$ cat src/rtl/fp_mult_pkg.sv
// Shared constants and types for the FP32 mantissa multiplier.
package fp_mult_pkg;
  localparam int BIAS   = 127;
  localparam int EXP_W  = 8;
  localparam int MAN_W  = 24;
  localparam int PROD_W = 48;

  // FP32 field positions
  localparam int SIGN_BIT = 31;
  localparam int EXP_HI   = 30;
  localparam int EXP_LO   = 23;
  localparam int FRAC_HI  = 22;
  localparam int FRAC_LO  = 0;

  typedef enum logic [1:0] {
    IDLE = 2'd0,
    CALC = 2'd1,
    DONE = 2'd2
  } state_t;
endpackage

$ cat src/rtl/mult_mantissa_core_if.sv
// Operand/result handshake bundle of the mantissa multiplier.
interface mult_mantissa_core_if;
  logic        in_valid;
  logic        in_ready;
  logic [31:0] in_a;
  logic [31:0] in_b;
  logic        out_valid;
  logic        out_ready;
  logic        out_s;
  logic [7:0]  out_e;
  logic [47:0] out_m;
  logic        out_zero;
  logic        out_ovf;
  logic        out_unf;

  modport master (
    output in_valid, in_a, in_b, out_ready,
    input  in_ready, out_valid, out_s, out_e, out_m, out_zero, out_ovf, out_unf
  );

  modport slave (
    input  in_valid, in_a, in_b, out_ready,
    output in_ready, out_valid, out_s, out_e, out_m, out_zero, out_ovf, out_unf
  );
endinterface

$ cat src/rtl/fp32_unpack.sv
// Splits an FP32 word into sign, exponent and mantissa with hidden one;
// exponent field 0 (zero or denormal) is reported as zero.
module fp32_unpack
  import fp_mult_pkg::*;
(
  input  logic [31:0]      word,
  output logic             f_sign,
  output logic [EXP_W-1:0] f_exp,
  output logic [MAN_W-1:0] f_man,
  output logic             f_zero
);
  assign f_sign = word[SIGN_BIT];
  assign f_exp  = word[EXP_HI:EXP_LO];
  assign f_man  = {1'b1, word[FRAC_HI:FRAC_LO]};
  assign f_zero = (word[EXP_HI:EXP_LO] == '0);
endmodule

$ cat src/rtl/mult_mantissa_core.sv
// Iterative radix-4 FP32 mantissa multiplier: one 2-bit digit of B per
// clock, MSB first, producing a 48-bit product plus pre-normalised exponent.
module mult_mantissa_core #(
  parameter int ITER = 12,
  parameter int BIAS = 127
) (
  input logic                 clk,
  input logic                 rst_n,
  mult_mantissa_core_if.slave bus
);
  import fp_mult_pkg::*;

  logic             a_sign, b_sign, a_zero, b_zero;
  logic [EXP_W-1:0] a_exp, b_exp;
  logic [MAN_W-1:0] a_man, b_man;

  fp32_unpack u_unpack_a (.word(bus.in_a), .f_sign(a_sign), .f_exp(a_exp), .f_man(a_man), .f_zero(a_zero));
  fp32_unpack u_unpack_b (.word(bus.in_b), .f_sign(b_sign), .f_exp(b_exp), .f_man(b_man), .f_zero(b_zero));

  state_t              state;
  logic [3:0]          iter_cnt;
  logic                sign_r;
  logic [MAN_W+1:0]    a1x_r, a3x_r;
  logic [MAN_W-1:0]    b_shift_r;
  logic [PROD_W-1:0]   acc_r;
  logic signed [9:0]   exp_sum_r;
  logic [MAN_W+1:0]    pp;
  logic [PROD_W-1:0]   acc_next;
  logic signed [9:0]   exp_fin;

  logic                out_s_r, out_zero_r, out_ovf_r, out_unf_r;
  logic [EXP_W-1:0]    out_e_r;
  logic [PROD_W-1:0]   out_m_r;

  // Bit 47 set means the product is in [2,4): shift right to put the leading one at bit 46.
  function automatic logic [PROD_W-1:0] adjust_mantissa(input logic [PROD_W-1:0] p);
    return p[PROD_W-1] ? (p >> 1) : p;
  endfunction

  function automatic logic signed [9:0] adjust_exponent(input logic signed [9:0] e,
                                                        input logic adj);
    return e + $signed({9'd0, adj});
  endfunction

  wire accept = bus.in_valid && (state == IDLE);

  // Partial product selection from the current top digit of B.
  always_comb begin
    pp = '0;
    case (b_shift_r[MAN_W-1:MAN_W-2])
      2'd0: pp = '0;
      2'd1: pp = a1x_r;
      2'd2: pp = {a1x_r[MAN_W:0], 1'b0};
      2'd3: pp = a3x_r;
      default: pp = '0;
    endcase
  end

  assign acc_next = {acc_r[PROD_W-3:0], 2'b00} + PROD_W'(pp);
  assign exp_fin  = adjust_exponent(exp_sum_r, acc_next[PROD_W-1]);

  // Operand latch at accept and shift-add accumulation during CALC.
  always_ff @(posedge clk) begin
    if (accept) begin
      sign_r    <= a_sign ^ b_sign;
      a1x_r     <= {2'b00, a_man};
      a3x_r     <= {2'b00, a_man} + {1'b0, a_man, 1'b0};
      b_shift_r <= b_man;
      acc_r     <= '0;
      exp_sum_r <= $signed({2'b00, a_exp}) + $signed({2'b00, b_exp}) - $signed(10'(BIAS));
    end else if (state == CALC) begin
      acc_r     <= acc_next;
      b_shift_r <= {b_shift_r[MAN_W-3:0], 2'b00};
    end
  end

  // Control FSM with registered result outputs.
  always_ff @(posedge clk or negedge rst_n) begin
    if (!rst_n) begin
      state      <= IDLE;
      iter_cnt   <= '0;
      out_s_r    <= 1'b0;
      out_e_r    <= '0;
      out_m_r    <= '0;
      out_zero_r <= 1'b0;
      out_ovf_r  <= 1'b0;
      out_unf_r  <= 1'b0;
    end else begin
      case (state)
        IDLE: begin
          if (bus.in_valid) begin
            iter_cnt <= '0;
            if (a_zero || b_zero) begin
              state      <= DONE;
              out_s_r    <= a_sign ^ b_sign;
              out_e_r    <= '0;
              out_m_r    <= '0;
              out_zero_r <= 1'b1;
              out_ovf_r  <= 1'b0;
              out_unf_r  <= 1'b0;
            end else begin
              state <= CALC;
            end
          end
        end
        CALC: begin
          if (iter_cnt == 4'(ITER - 1)) begin
            state      <= DONE;
            out_s_r    <= sign_r;
            out_m_r    <= adjust_mantissa(acc_next);
            out_e_r    <= exp_fin[EXP_W-1:0];
            out_zero_r <= 1'b0;
            out_ovf_r  <= (exp_fin >= 10'sd255);
            out_unf_r  <= (exp_fin <= 10'sd0);
          end else begin
            iter_cnt <= iter_cnt + 4'd1;
          end
        end
        DONE: begin
          if (bus.out_ready) state <= IDLE;
        end
        default: state <= IDLE;
      endcase
    end
  end

  assign bus.in_ready  = (state == IDLE);
  assign bus.out_valid = (state == DONE);
  assign bus.out_s     = out_s_r;
  assign bus.out_e     = out_e_r;
  assign bus.out_m     = out_m_r;
  assign bus.out_zero  = out_zero_r;
  assign bus.out_ovf   = out_ovf_r;
  assign bus.out_unf   = out_unf_r;
endmodule
$ cat src/flat_wrapper.sv
// flat-port wrapper written by rule: the top's interface ports become plain ports
module mult_mantissa_core_flat import fp_mult_pkg::*;
#(
  parameter int ITER = 12,
  parameter int BIAS = 127
)
  (clk, rst_n, bus_in_valid, bus_in_a, bus_in_b, bus_out_ready, bus_in_ready, bus_out_valid, bus_out_s, bus_out_e, bus_out_m, bus_out_zero, bus_out_ovf, bus_out_unf);
  mult_mantissa_core_if bus_i ();
  input logic clk;
  input logic rst_n;
  input wire logic [$bits(bus_i.in_valid)-1:0] bus_in_valid;
  input wire logic [$bits(bus_i.in_a)-1:0] bus_in_a;
  input wire logic [$bits(bus_i.in_b)-1:0] bus_in_b;
  input wire logic [$bits(bus_i.out_ready)-1:0] bus_out_ready;
  output wire logic [$bits(bus_i.in_ready)-1:0] bus_in_ready;
  output wire logic [$bits(bus_i.out_valid)-1:0] bus_out_valid;
  output wire logic [$bits(bus_i.out_s)-1:0] bus_out_s;
  output wire logic [$bits(bus_i.out_e)-1:0] bus_out_e;
  output wire logic [$bits(bus_i.out_m)-1:0] bus_out_m;
  output wire logic [$bits(bus_i.out_zero)-1:0] bus_out_zero;
  output wire logic [$bits(bus_i.out_ovf)-1:0] bus_out_ovf;
  output wire logic [$bits(bus_i.out_unf)-1:0] bus_out_unf;
  assign bus_i.in_valid = bus_in_valid;
  assign bus_i.in_a = bus_in_a;
  assign bus_i.in_b = bus_in_b;
  assign bus_i.out_ready = bus_out_ready;
  assign bus_in_ready = bus_i.in_ready;
  assign bus_out_valid = bus_i.out_valid;
  assign bus_out_s = bus_i.out_s;
  assign bus_out_e = bus_i.out_e;
  assign bus_out_m = bus_i.out_m;
  assign bus_out_zero = bus_i.out_zero;
  assign bus_out_ovf = bus_i.out_ovf;
  assign bus_out_unf = bus_i.out_unf;
  mult_mantissa_core #(.ITER(ITER), .BIAS(BIAS)) u_core (.clk(clk), .rst_n(rst_n), .bus(bus_i));
endmodule
$ cat config.mk
export PLATFORM = sky130hd
export DESIGN_NAME = mult_mantissa_core_flat
export DESIGN_NICKNAME = d
export VERILOG_FILES = /design/src/rtl/fp_mult_pkg.sv /design/src/rtl/mult_mantissa_core_if.sv /design/src/rtl/fp32_unpack.sv /design/src/rtl/mult_mantissa_core.sv /design/src/flat_wrapper.sv
export SDC_FILE = /design/constraint.sdc
export NUM_CORES = 1
export LEC_CHECK = 0
export ABC_CLOCK_PERIOD_IN_PS = 5000
export CORE_MARGIN = 2
export CORE_UTILIZATION = 43
export CTS_CLUSTER_SIZE = 24
export DETAILED_ROUTE_END_ITERATION = 7
export PLACE_DENSITY = 0.77
export SKIP_LAST_GASP = 1
export SYNTH_ARGS = -nofsm -noshare
export SYNTH_HDL_FRONTEND = slang
export SYNTH_SLANG_ARGS = --single-unit
$ cat constraint.sdc
create_clock -name clk -period 5 [get_ports clk]
set_input_delay 1.5 -clock clk [delete_from_list [all_inputs] [get_ports clk]]
set_output_delay 1.5 -clock clk [all_outputs]
set_load 0.01 [all_outputs]
==> results of run 1 <==
worst max path at each step:
| stage | from | to | slack, ns | cells past startpoint |
|---|---|---|---|---|
| final | u_core.b_shift_r[22] | u_core.bus.out_unf | 0.20 | 24 |
| after global routing | u_core.b_shift_r[22] | u_core.bus.out_unf | -0.07 | 23 |
| after CTS | u_core.b_shift_r[22] | u_core.bus.out_unf | 0.06 | 23 |
| after detailed placement | u_core.b_shift_r[22] | u_core.bus.out_unf | -0.29 | 22 |
| after global placement | u_core.b_shift_r[22] | u_core.bus.out_unf | -0.06 | 22 |
| after floorplan | u_core.b_shift_r[22] | u_core.bus.out_unf | 0.04 | 26 |
sequential cells by signal, summed over array words and instances, names as in the netlist, 4 cells and up:
register,cells
u_core.a1x_r,22
u_core.iter_cnt,4
u_core.bus.out_e,8
u_core.exp_sum_r,10
u_core.a3x_r,26
u_core.b_shift_r,24
u_core.bus.out_m,47
u_core.acc_r,46
cells by family (layout without fill, tap and decap cells):
family | after synthesis | in the layout | synth area share
and+or+nand+nor | 390 | 390 | 0.159
AOI/OAI and AO/OA | 296 | 296 | 0.176
DFF | 194 | 194 | 0.452
xor gates and xnor gates | 80 | 80 | 0.0647
buffers and inverters | 79 | 217 | 0.0290
adders and majority gates | 62 | 62 | 0.0717
muxes | 49 | 49 | 0.0468
other | 1 | 1 | 0.000337
layer usage:
metal  up-vias  wire length (um)
met5         -                 0
met4         0               709
met3        56              1580
met2       342             13100
met1      4383             12000
li1       4436                 -
placed cells by master (no fill, tap or decap), drive strengths merged, types with 20 or more instances in the layout:
cell,count
mux2,24
edfxtp,82
a21oi,67
a22o,44
buf,28
inv,35
nand2,202
nand3,62
dfxtp,47
a21o,20
clkbuf,21
nor2,40
xnor2,55
o21ai,84
clkdlybuf4s50,127
xor2,25
ha,59
dfrtp,65
mux2i,25
synth_stat cells, drive strengths merged (18+ instances only):
cell / instances
clkbuf: 36
mux2: 24
dfxtp: 47
nor2: 40
mux2i: 25
inv: 29
a21o: 20
ha: 59
o21ai: 84
nand2: 202
a21oi: 67
a22o: 44
xor2: 25
and3: 18
edfxtp: 82
dfrtp: 65
nand3: 62
xnor2: 55
layout make-up:
type,count,area [sq um]
fillers,2220,11800
multi-input cells,878,5850
flip-flops and latches,194,5030
repair buffers,156,1530
clock buffers,20,437
well taps,330,413
clock inverters,12,143
inverters,29,111
metrics by stage:
step	total power [uW]	util	hold WS, ns
after floorplan	6040	-	0.438
after global placement	7420	0.504	0.450
after detailed placement	7560	0.504	0.458
after CTS	8960	0.527	0.469
after global routing	9770	0.534	0.491
final	9120	0.534	0.470
tightest hold or removal path: cells and delay by family (launching register included):
| kind | cells | cell delay, ns |
|---|---|---|
| DFF | 1 | 0.32 |
| and+or+nand+nor | 2 | 0.11 |
power by group through the flow:
| stage | sequential (uW) | clock, uW | combinational [uW] |
|---|---|---|---|
| 2_1_floorplan | 2730 | 0 | 3310 |
| 3_3_place_gp | 2740 | 0 | 4680 |
| 3_5_place_dp | 2760 | 0 | 4810 |
| 4_1_cts | 2730 | 1390 | 4840 |
| 5_1_grt | 2820 | 1450 | 5510 |
| 6_report | 2750 | 1360 | 5020 |
what timing repair did:
item | in CTS | in global routing
buffers inserted | 0 | 8
gates cloned | 0 | 1
gates resized for setup | 1 | 17
endpoints found under the setup margin | 2 | 2
pin swaps | 0 | 8
==> impl_metrics.csv, run 1 <==
group,metric,value,unit
global_route,antenna_found_initial,0,
drt,drc,0,
placed_design,dp_slack,-0.290,ns
placed_design,placed_cell_area,12800,sq um
timing,drv_slew,0,
setup_path,worstSetupStartpointType,"flop",
job,maxCapViolCount,0,
cts,clockBufferDepth,2,
cts,cts_buffers,17,
cts,cts_sinks,194,
setup_path,crit_path_cell_trace,"buf_4, clkbuf_16, mux2_2, a22o_1, ha_1, a211oi_1, o21ai_1, o21ai_2, nand3_2, nand3_4, a21oi_4, xnor2_4, inv_4, ha_1, ha_4, nand3_1, xor2_2, nand2_1, nor4_2, nand3_1, o211ai_1, mux2i_1, o21ai_0, a22o_1",
yosys,ys_warn_count,0,
yosys,synth_top_area_share,0.221,
pwr,power_frac_seq,0.301,
pwr,p_per_area,675,nW/um^2
setup_path,slowest_stage,"edfxtp_1",
setup_path,rrSetupSlack,0.20,ns
yosys,synth-edff-count,82,
floorplanning,core,25300,sq um
cts,clk_latency,0.44,ns
setup_path,max_stage_delay,0.42,ns
yosys,async_flop_share,0.335,
global_route,grt_usage,0.205,
placed_design,hpwl,19600,um
placed_design,port_buffers,128,
yosys,synth-main-ff-cell,"edfxtp_1",
setup_path,critPathKind,"reg -> reg",
final_layout,layout-drive-gt1-share,0.0822,
pwr,power_frac_clock,0.149,
drt,via_per_inst,5.69,
drt,ant_nets,0,
outcome,status,"finished clean",
final_layout,finalNonFillerCells,1619,
setup_path,r2r-start,"u_core.b_shift_r[22]",
timing,timing.final.crit_share,0.960,
yosys,syn_area_per_cell,9.67,sq um
setup_path,path_buf_inv,3,
timing,fmax,208,MHz
setup_path,endpoint_kind,"flop",
yosys,synth_top_cell_by_area,"edfxtp_1",
yosys,ys_seq_area_frac,0.452,
global_route,grt_first_pass_wirelength,44400,um
setup_path,crit_arrival,5.17,ns
min_path,hold_path_end,"u_core.acc_r[5]",
global_route,grt_overflow,0,
setup_path,r2r_end,"u_core.bus.out_unf",
drt,wl_per_cell,17.0,um
cts,cts_max_level,4,
timing,tns,0,ns
cts,cts-root-buf,"clkbuf_16",
floorplanning,die_area,27200,sq um
yosys,synth_area,11100,sq um
floorplanning,die_x,165,um
timing,slew_headroom,0.235,
final_layout,nets,1406,
min_path,hold_depth,2,
min_path,hold_class,"reg -> reg",
pwr,peakVddDrop,0.360,mV
drt,vias,9217,
pwr,switching_share,0.434,
cts,hold_buffers,0,
setup_path,worstRegToRegCells,24,
setup_path,cp.required,5.37,ns
global_route,use_met3,0.0352,
drt,drt_pass1_iterations,7,
pwr,p_leak,0.00571,uW
final_layout,num_antenna_cells,0,
floorplanning,ios,130,
timing,period_minus_slack,4.80,ns
timing,layout_setup_ws,0.202,ns
drt,dr.first_iter.drc_count,807,
floorplanning,rows,58,
yosys,synth_nets,1281,
timing,fin_skew,0.0167,ns
drt,postRouteWirelength,27500,um
yosys,ys_ff_latch,194,
pwr,p_int,5170,uW
global_route,grt.busiest_layer,"met2",
timing,setup_viol,0,
setup_path,worstPathMaxFanout,13,
cts,cts_tree,"yes",
cts,path_clk_slew,0.07,ns
floorplanning,start_util,0.439,
yosys,synthCells,1151,
floorplanning,die_y,165,um
global_route,met2_usage,0.335,
timing,worst_pin_slew,1.15,ns
pwr,p_comb_frac,0.550,
placed_design,gp_congestion,0.920,
yosys,yosys-top-cells-area,"edfxtp_1 22%, dfrtp_1 15%, dfxtp_1 8.5%",
yosys,yosysUniqueCellTypes,64,
pwr,power.switching,3960,uW
global_route,met1_usage,0.271,
min_path,hold_start,"u_core.acc_r[5]",
timing,finalHoldViolCount,0,
final_layout,design_area,13500,sq um
setup_path,cp_top_family,"compound AO/OA/AOI/OAI gates",
final_layout,syn2layout_area_growth,21.4,%
placed_design,placed_cells,1578,
global_route,grt_pass1_vias,8948,
global_route,grt_max_degree,86,
Power figures use the tool's default switching activity.
==> run 2: changes to the inputs <==
--- a/config.mk
+++ b/config.mk
@@ -5,13 +5,14 @@
 export SDC_FILE = /design/constraint.sdc
 export NUM_CORES = 1
 export LEC_CHECK = 0
-export ABC_CLOCK_PERIOD_IN_PS = 5000
+export ABC_CLOCK_PERIOD_IN_PS = 4600
 export CORE_MARGIN = 2
 export CORE_UTILIZATION = 43
 export CTS_CLUSTER_SIZE = 24
 export DETAILED_ROUTE_END_ITERATION = 7
-export PLACE_DENSITY = 0.77
+export PLACE_DENSITY = 0.75
 export SKIP_LAST_GASP = 1
+export SLEW_MARGIN = 20
 export SYNTH_ARGS = -nofsm -noshare
 export SYNTH_HDL_FRONTEND = slang
 export SYNTH_SLANG_ARGS = --single-unit
==> constraint.sdc (replaced) <==
create_clock -name clk -period 4.6 [get_ports clk]
set_input_delay 1.38 -clock clk [delete_from_list [all_inputs] [get_ports clk]]
set_output_delay 1.38 -clock clk [all_outputs]
set_load 0.01 [all_outputs]
==> run 2 against run 1 <==
Cell count rose by 0.74%; clock skew fell by 0.0062 ns; first-iteration DRC count down 26%; non-clock buffer count rose by 12; flip-flop and latch count unchanged; highest routed layer unchanged.
==> impl_metrics.csv, run 2 (same netlist as run 1, synthesis figures left out) <==
group,metric,value,unit
timing,slew_headroom,0.341,
setup_path,crit_arrival,4.93,ns
timing,tns,0,ns
drt,postRouteWirelength,27500,um
timing,drv_slew,0,
cts,path_clk_slew,0.07,ns
drt,drt_pass1_iterations,5,
global_route,met2_usage,0.335,
job,maxCapViolCount,0,
timing,fmax,220,MHz
setup_path,endpoint_kind,"flop",
final_layout,num_antenna_cells,0,
drt,drc,0,
cts,cts-root-buf,"clkbuf_16",
cts,cts_max_level,4,
cts,clockBufferDepth,2,
final_layout,post-route-util,0.546,
floorplanning,ios,130,
setup_path,worstPathMaxFanout,8,
setup_path,critPathKind,"reg -> reg",
global_route,use_met3,0.0311,
outcome,status,"finished clean",
cts,hold_buffers,0,
final_layout,layout_common_cells,"202 x nand2_1, 127 x clkdlybuf4s50_1, 82 x edfxtp_1",
timing,fin_skew,0.0105,ns
global_route,grt.busiest_layer,"met2",
global_route,grt_max_degree,86,
global_route,grt_usage,0.201,
final_layout,syn2layout_area_growth,24.4,%
drt,dr.first_iter.drc_count,596,
timing,rsz0062_at_grt,"true",
floorplanning,rows,58,
global_route,grt_first_pass_wirelength,43500,um
global_route,antenna_found_initial,0,
placed_design,hpwl,19500,um
floorplanning,die_area,27200,sq um
timing,period_minus_slack,4.55,ns
final_layout,mostFrequentLayoutCell,"nand2_1",
cts,cts_tree,"yes",
drt,ant_nets,0,
floorplanning,core,25300,sq um
floorplanning,die_y,165,um
placed_design,port_buffers,128,
drt,via_per_inst,5.63,
timing,setup_viol,0,
global_route,met1_usage,0.272,
drt,vias,9183,
drt,wl_per_cell,16.8,um
global_route,grt_overflow,0,
floorplanning,start_util,0.439,
pwr,p_leak,0.00580,uW
final_layout,finalNonFillerCells,1631,
setup_path,worstSetupStartpointType,"flop",
timing,timing.final.crit_share,0.990,
placed_design,gp_congestion,0.933,
final_layout,largest_reg_flops,47,
setup_path,cp.required,4.97,ns
cts,cts_sinks,194,
final_layout,fillerInstances,2196,
global_route,grt_pass1_vias,8709,
final_layout,layout-drive-gt1-share,0.105,
placed_design,placed_cells,1587,
min_path,hold_class,"reg -> reg",
floorplanning,die_x,165,um
pwr,peakVddDrop,0.481,mV
pwr,p_per_area,747,nW/um^2
cts,clk_latency,0.44,ns
final_layout,nets,1418,
cts,cts_buffers,17,
timing,finalHoldViolCount,0,
timing,worst_pin_slew,0.989,ns
pwr,power,10300,uW
[run 2: path summary, 6_finish.rpt]
path | startpoint | endpoint | slack, ns | depth (start not counted)
min in group asynchronous | rst_n | u_core.iter_cnt[1] | 1.05 | 1
max in group asynchronous | rst_n | u_core.bus.out_m[34] | 2.62 | 2
worst max-delay path | u_core.b_shift_r[22] | u_core.bus.out_unf | 0.05 | 23
worst max register to register | u_core.b_shift_r[22] | u_core.bus.out_unf | 0.05 | 23
worst min register to register | u_core.acc_r[17] | u_core.acc_r[17] | 0.46 | 2
worst min-delay path | u_core.acc_r[17] | u_core.acc_r[17] | 0.46 | 2
[run 2: layout make-up]
cell class	count	area, sq um	area share
multi-input cells	878	6070	0.439
inverters	29	111	0.00805
flip-flops and latches	194	5030	0.363
well taps	330	413	0.0298
repair buffers	168	1650	0.119
clock inverters	12	108	0.00778
clock buffers	20	457	0.0330
[run 2: stage by stage]
stage	setup slack, ns	instance area, sq um	hold WS, ns
2_1_floorplan	0.00441	11200	0.438
3_3_place_gp	0.0946	12800	0.450
3_5_place_dp	-0.0319	12800	0.452
4_1_cts	0.0242	13400	0.463
5_1_grt	-0.151	13800	0.501
6_report	0.0450	13800	0.461
[run 2: metal layers]
layer  wire length (um)  vias up
met5                  0        -
met4                454        0
met3               1270       36
met2              13000      256
met1              12700     4426
li1                   -     4465
[run 2: what timing repair did]
action | CTS | global route
pin swaps | 1 | 17
setup buffers | 0 | 11
setup endpoints to repair | 1 | 2
gates cloned | 0 | 2
gates resized for setup | 1 | 42
[run 2: power breakdown]
group | internal (uW) | leakage, uW | switching [uW]
clock | 777 | 0.000276 | 665
sequential | 2560 | 0.00200 | 450
combinational | 2550 | 0.00353 | 3340
[run 2: critical path: stages, from the launching register on]
cell and delay, ns:
edfxtp_1 0.47, buf_6 0.17, clkbuf_16 0.16, mux2_4 0.30
a22o_4 0.24, ha_4 0.29, and4_4 0.21, a211oi_2 0.04
o21a_1 0.20, o21ai_2 0.20, nand3_4 0.14, a21oi_4 0.24
xnor2_4 0.15, inv_4 0.05, ha_4 0.17, ha_4 0.16
buf_4 0.14, xor2_1 0.18, nor4_1 0.30, nand3_1 0.17
o211ai_1 0.20, mux2i_1 0.09, o21ai_1 0.08, a22o_1 0.13
==> run 3: changes to the inputs <==
--- a/config.mk
+++ b/config.mk
@@ -6,10 +6,12 @@
 export NUM_CORES = 1
 export LEC_CHECK = 0
 export ABC_CLOCK_PERIOD_IN_PS = 4600
+export CAP_MARGIN = 40
 export CORE_MARGIN = 2
 export CORE_UTILIZATION = 43
 export CTS_CLUSTER_SIZE = 24
 export DETAILED_ROUTE_END_ITERATION = 7
+export GPL_TIMING_DRIVEN = 0
 export PLACE_DENSITY = 0.75
 export SKIP_LAST_GASP = 1
 export SLEW_MARGIN = 20
==> run 3 against run 2 <==
The run now ends with negative setup slack left; power hardly changed; non-clock buffer count is 24 higher; global-route usage is 1.5 points higher; first-iteration DRC count is 24% higher; clock power is 6% higher; critical path depth is 2 higher; die area stayed put; fmax is 1.7% lower; largest cell class unchanged; largest power group unchanged.
==> impl_metrics.csv, run 3 (same netlist as run 1, synthesis figures left out) <==
group,metric,value,unit
outcome,status,"finished with violations",
timing,setup_viol,1,
floorplanning,start_util,0.439,
cts,clk_latency,0.44,ns
setup_path,r2r-start,"u_core.b_shift_r[22]",
floorplanning,die_x,165,um
drt,drt_pass1_iterations,5,
timing,finalHoldViolCount,0,
final_layout,design_area,13900,sq um
cts,cts_tree,"yes",
pwr,power_frac_seq,0.290,
cts,cts_max_level,4,
pwr,switching_share,0.437,
floorplanning,rows,58,
drt,wl_per_cell,17.6,um
global_route,grt_overflow,0,
placed_design,port_buffers,128,
setup_path,worstRegToRegCells,25,
global_route,grt_pass1_vias,9008,
timing,slew_headroom,0.446,
final_layout,layout_common_cells,"202 x nand2_1, 127 x clkdlybuf4s50_1, 82 x edfxtp_1",
setup_path,rrSetupSlack,-0.03,ns
timing,fmax,216,MHz
global_route,antenna_found_initial,0,
setup_path,critPathKind,"reg -> reg",
pwr,p_per_area,746,nW/um^2
min_path,hold_class,"reg -> reg",
min_path,hold_start,"u_core.acc_r[18]",
floorplanning,die_y,165,um
pwr,p_leak,0.00582,uW
cts,cts-root-buf,"clkbuf_16",
final_layout,syn2layout_area_growth,24.5,%
timing,rsz0062_at_grt,"true",
timing,layout_setup_ws,-0.0343,ns
setup_path,worstPathMaxFanout,5,
min_path,hold_path_end,"u_core.acc_r[18]",
cts,cts_buffers,17,
final_layout,largest_reg_flops,47,
timing,fin_skew,0.00909,ns
final_layout,mostFrequentLayoutCell,"nand2_1",
final_layout,fillerInstances,2222,
placed_design,placed_cell_area,12900,sq um
cts,path_clk_slew,0.07,ns
cts,cts_sinks,194,
placed_design,placed_cells,1612,
pwr,power.switching,4520,uW
setup_path,cp.required,4.98,ns
pwr,power_frac_clock,0.148,
cts,clockBufferDepth,2,
timing,worst_pin_slew,0.828,ns
setup_path,crit_arrival,5.02,ns
setup_path,endpoint_kind,"flop",
drt,postRouteWirelength,29100,um
drt,via_per_inst,5.67,
drt,drc,0,
placed_design,gp_congestion,0.914,
floorplanning,die_area,27200,sq um
timing,drv_slew,0,
placed_design,hpwl,21700,um
job,maxCapViolCount,0,
pwr,p_int,5830,uW
outcome,violations,"negative setup slack",
drt,vias,9387,
timing,timing.final.crit_share,1.01,
global_route,grt_max_degree,41,
setup_path,r2r_end,"u_core.bus.out_unf",
min_path,hold_depth,2,
timing,period_minus_slack,4.63,ns
setup_path,worstSetupStartpointType,"flop",
final_layout,nets,1442,
final_layout,num_antenna_cells,0,
drt,ant_nets,0,
floorplanning,core,25300,sq um
final_layout,layout-drive-gt1-share,0.0958,
floorplanning,ios,130,
global_route,grt_first_pass_wirelength,46100,um
pwr,peakVddDrop,0.351,mV
drt,dr.first_iter.drc_count,741,
global_route,grt_usage,0.216,
final_layout,finalNonFillerCells,1655,
pwr,p_comb_frac,0.562,
-- run 3: cell count changes in the layout (fill, tap and decap cells not counted), sizes merged --
cell / change
buf: -6
bufinv: +1
clkbuf: +28
clkinv: -4
inv: +5
-- run 3: worst max path at each step --
stage,from,slack [ns],to
after floorplan,u_core.b_shift_r[22],0.004,u_core.bus.out_unf
after global placement,bus_in_valid,-1.0,u_core.b_shift_r[20]
after detailed placement,u_core.b_shift_r[23],-1.01,u_core.bus.out_unf
after CTS,u_core.b_shift_r[22],0.05,u_core.bus.out_unf
after global routing,u_core.b_shift_r[22],-0.31,u_core.bus.out_unf
final,u_core.b_shift_r[22],-0.03,u_core.bus.out_unf
-- run 3: critical path, stage by stage, from the launching register on --
cell,delay (ns)
edfxtp_1,0.43
buf_8,0.17
buf_8,0.13
mux2_2,0.27
a22o_4,0.23
ha_4,0.27
a211oi_2,0.23
nor3b_2,0.08
o41ai_2,0.31
buf_4,0.18
nand3_4,0.09
nand3_4,0.12
a21oi_4,0.08
xnor2_4,0.26
clkinv_4,0.12
ha_4,0.19
ha_4,0.17
nand3_4,0.06
xor2_2,0.17
nand2_1,0.10
nor4_2,0.27
nand3_1,0.15
o211ai_1,0.19
mux2i_1,0.09
o21ai_1,0.09
a22o_1,0.13
-- run 3: metrics by stage --
stage                     utilization  setup TNS, ns  setup slack (ns)  hold slack [ns]  power (uW)
after floorplan                     -              0           0.00441            0.438        6590
after global placement          0.508         -82.44            -0.998            0.448        8180
after detailed placement        0.510          -3.82             -1.01            0.449        8350
after CTS                       0.541              0            0.0468            0.461       10100
after global routing            0.547         -0.410            -0.310            0.484       11000
final                           0.547        -0.0343           -0.0343            0.461       10300
-- run 3: area by class of cell --
class,instances,area [sq um],share of cell area
Inverter,29,114,0.00822
Multi-Input combinational cell,878,5980,0.432
Clock inverter,14,165,0.0119
Timing Repair Buffer,147,1480,0.107
Buffer,45,240,0.0173
Tap cell,330,413,0.0298
Clock buffer,18,429,0.0310
Sequential cell,194,5030,0.363
-- run 3: what timing repair did --
item / CTS / global route
resized for setup: 30 / 21
setup buffers: 8 / 7
pin swaps: 11 / 16
setup endpoints to repair: 9 / 3
hold endpoints to repair: 0 / 0
cloned: 0 / 1
hold buffers: 0 / 0
-- run 3: layer usage --
metal / vias up / track usage / wire length, um
li1: 4524 / - / -
met1: 4505 / 0.282 / 12500
met2: 307 / 0.359 / 13900
met3: 51 / 0.0347 / 1810
met4: 0 / 0.0846 / 882
met5: - / 0 / 0
-- run 3: power groups by stage --
stage,Combinational (uW),Sequential [uW],Clock [uW]
2_1_floorplan,3620,2970,0
5_1_grt,6370,3070,1610
3_5_place_dp,5350,3000,0
4_1_cts,5570,2990,1550
3_3_place_gp,5180,2990,0
6_report,5810,3000,1530
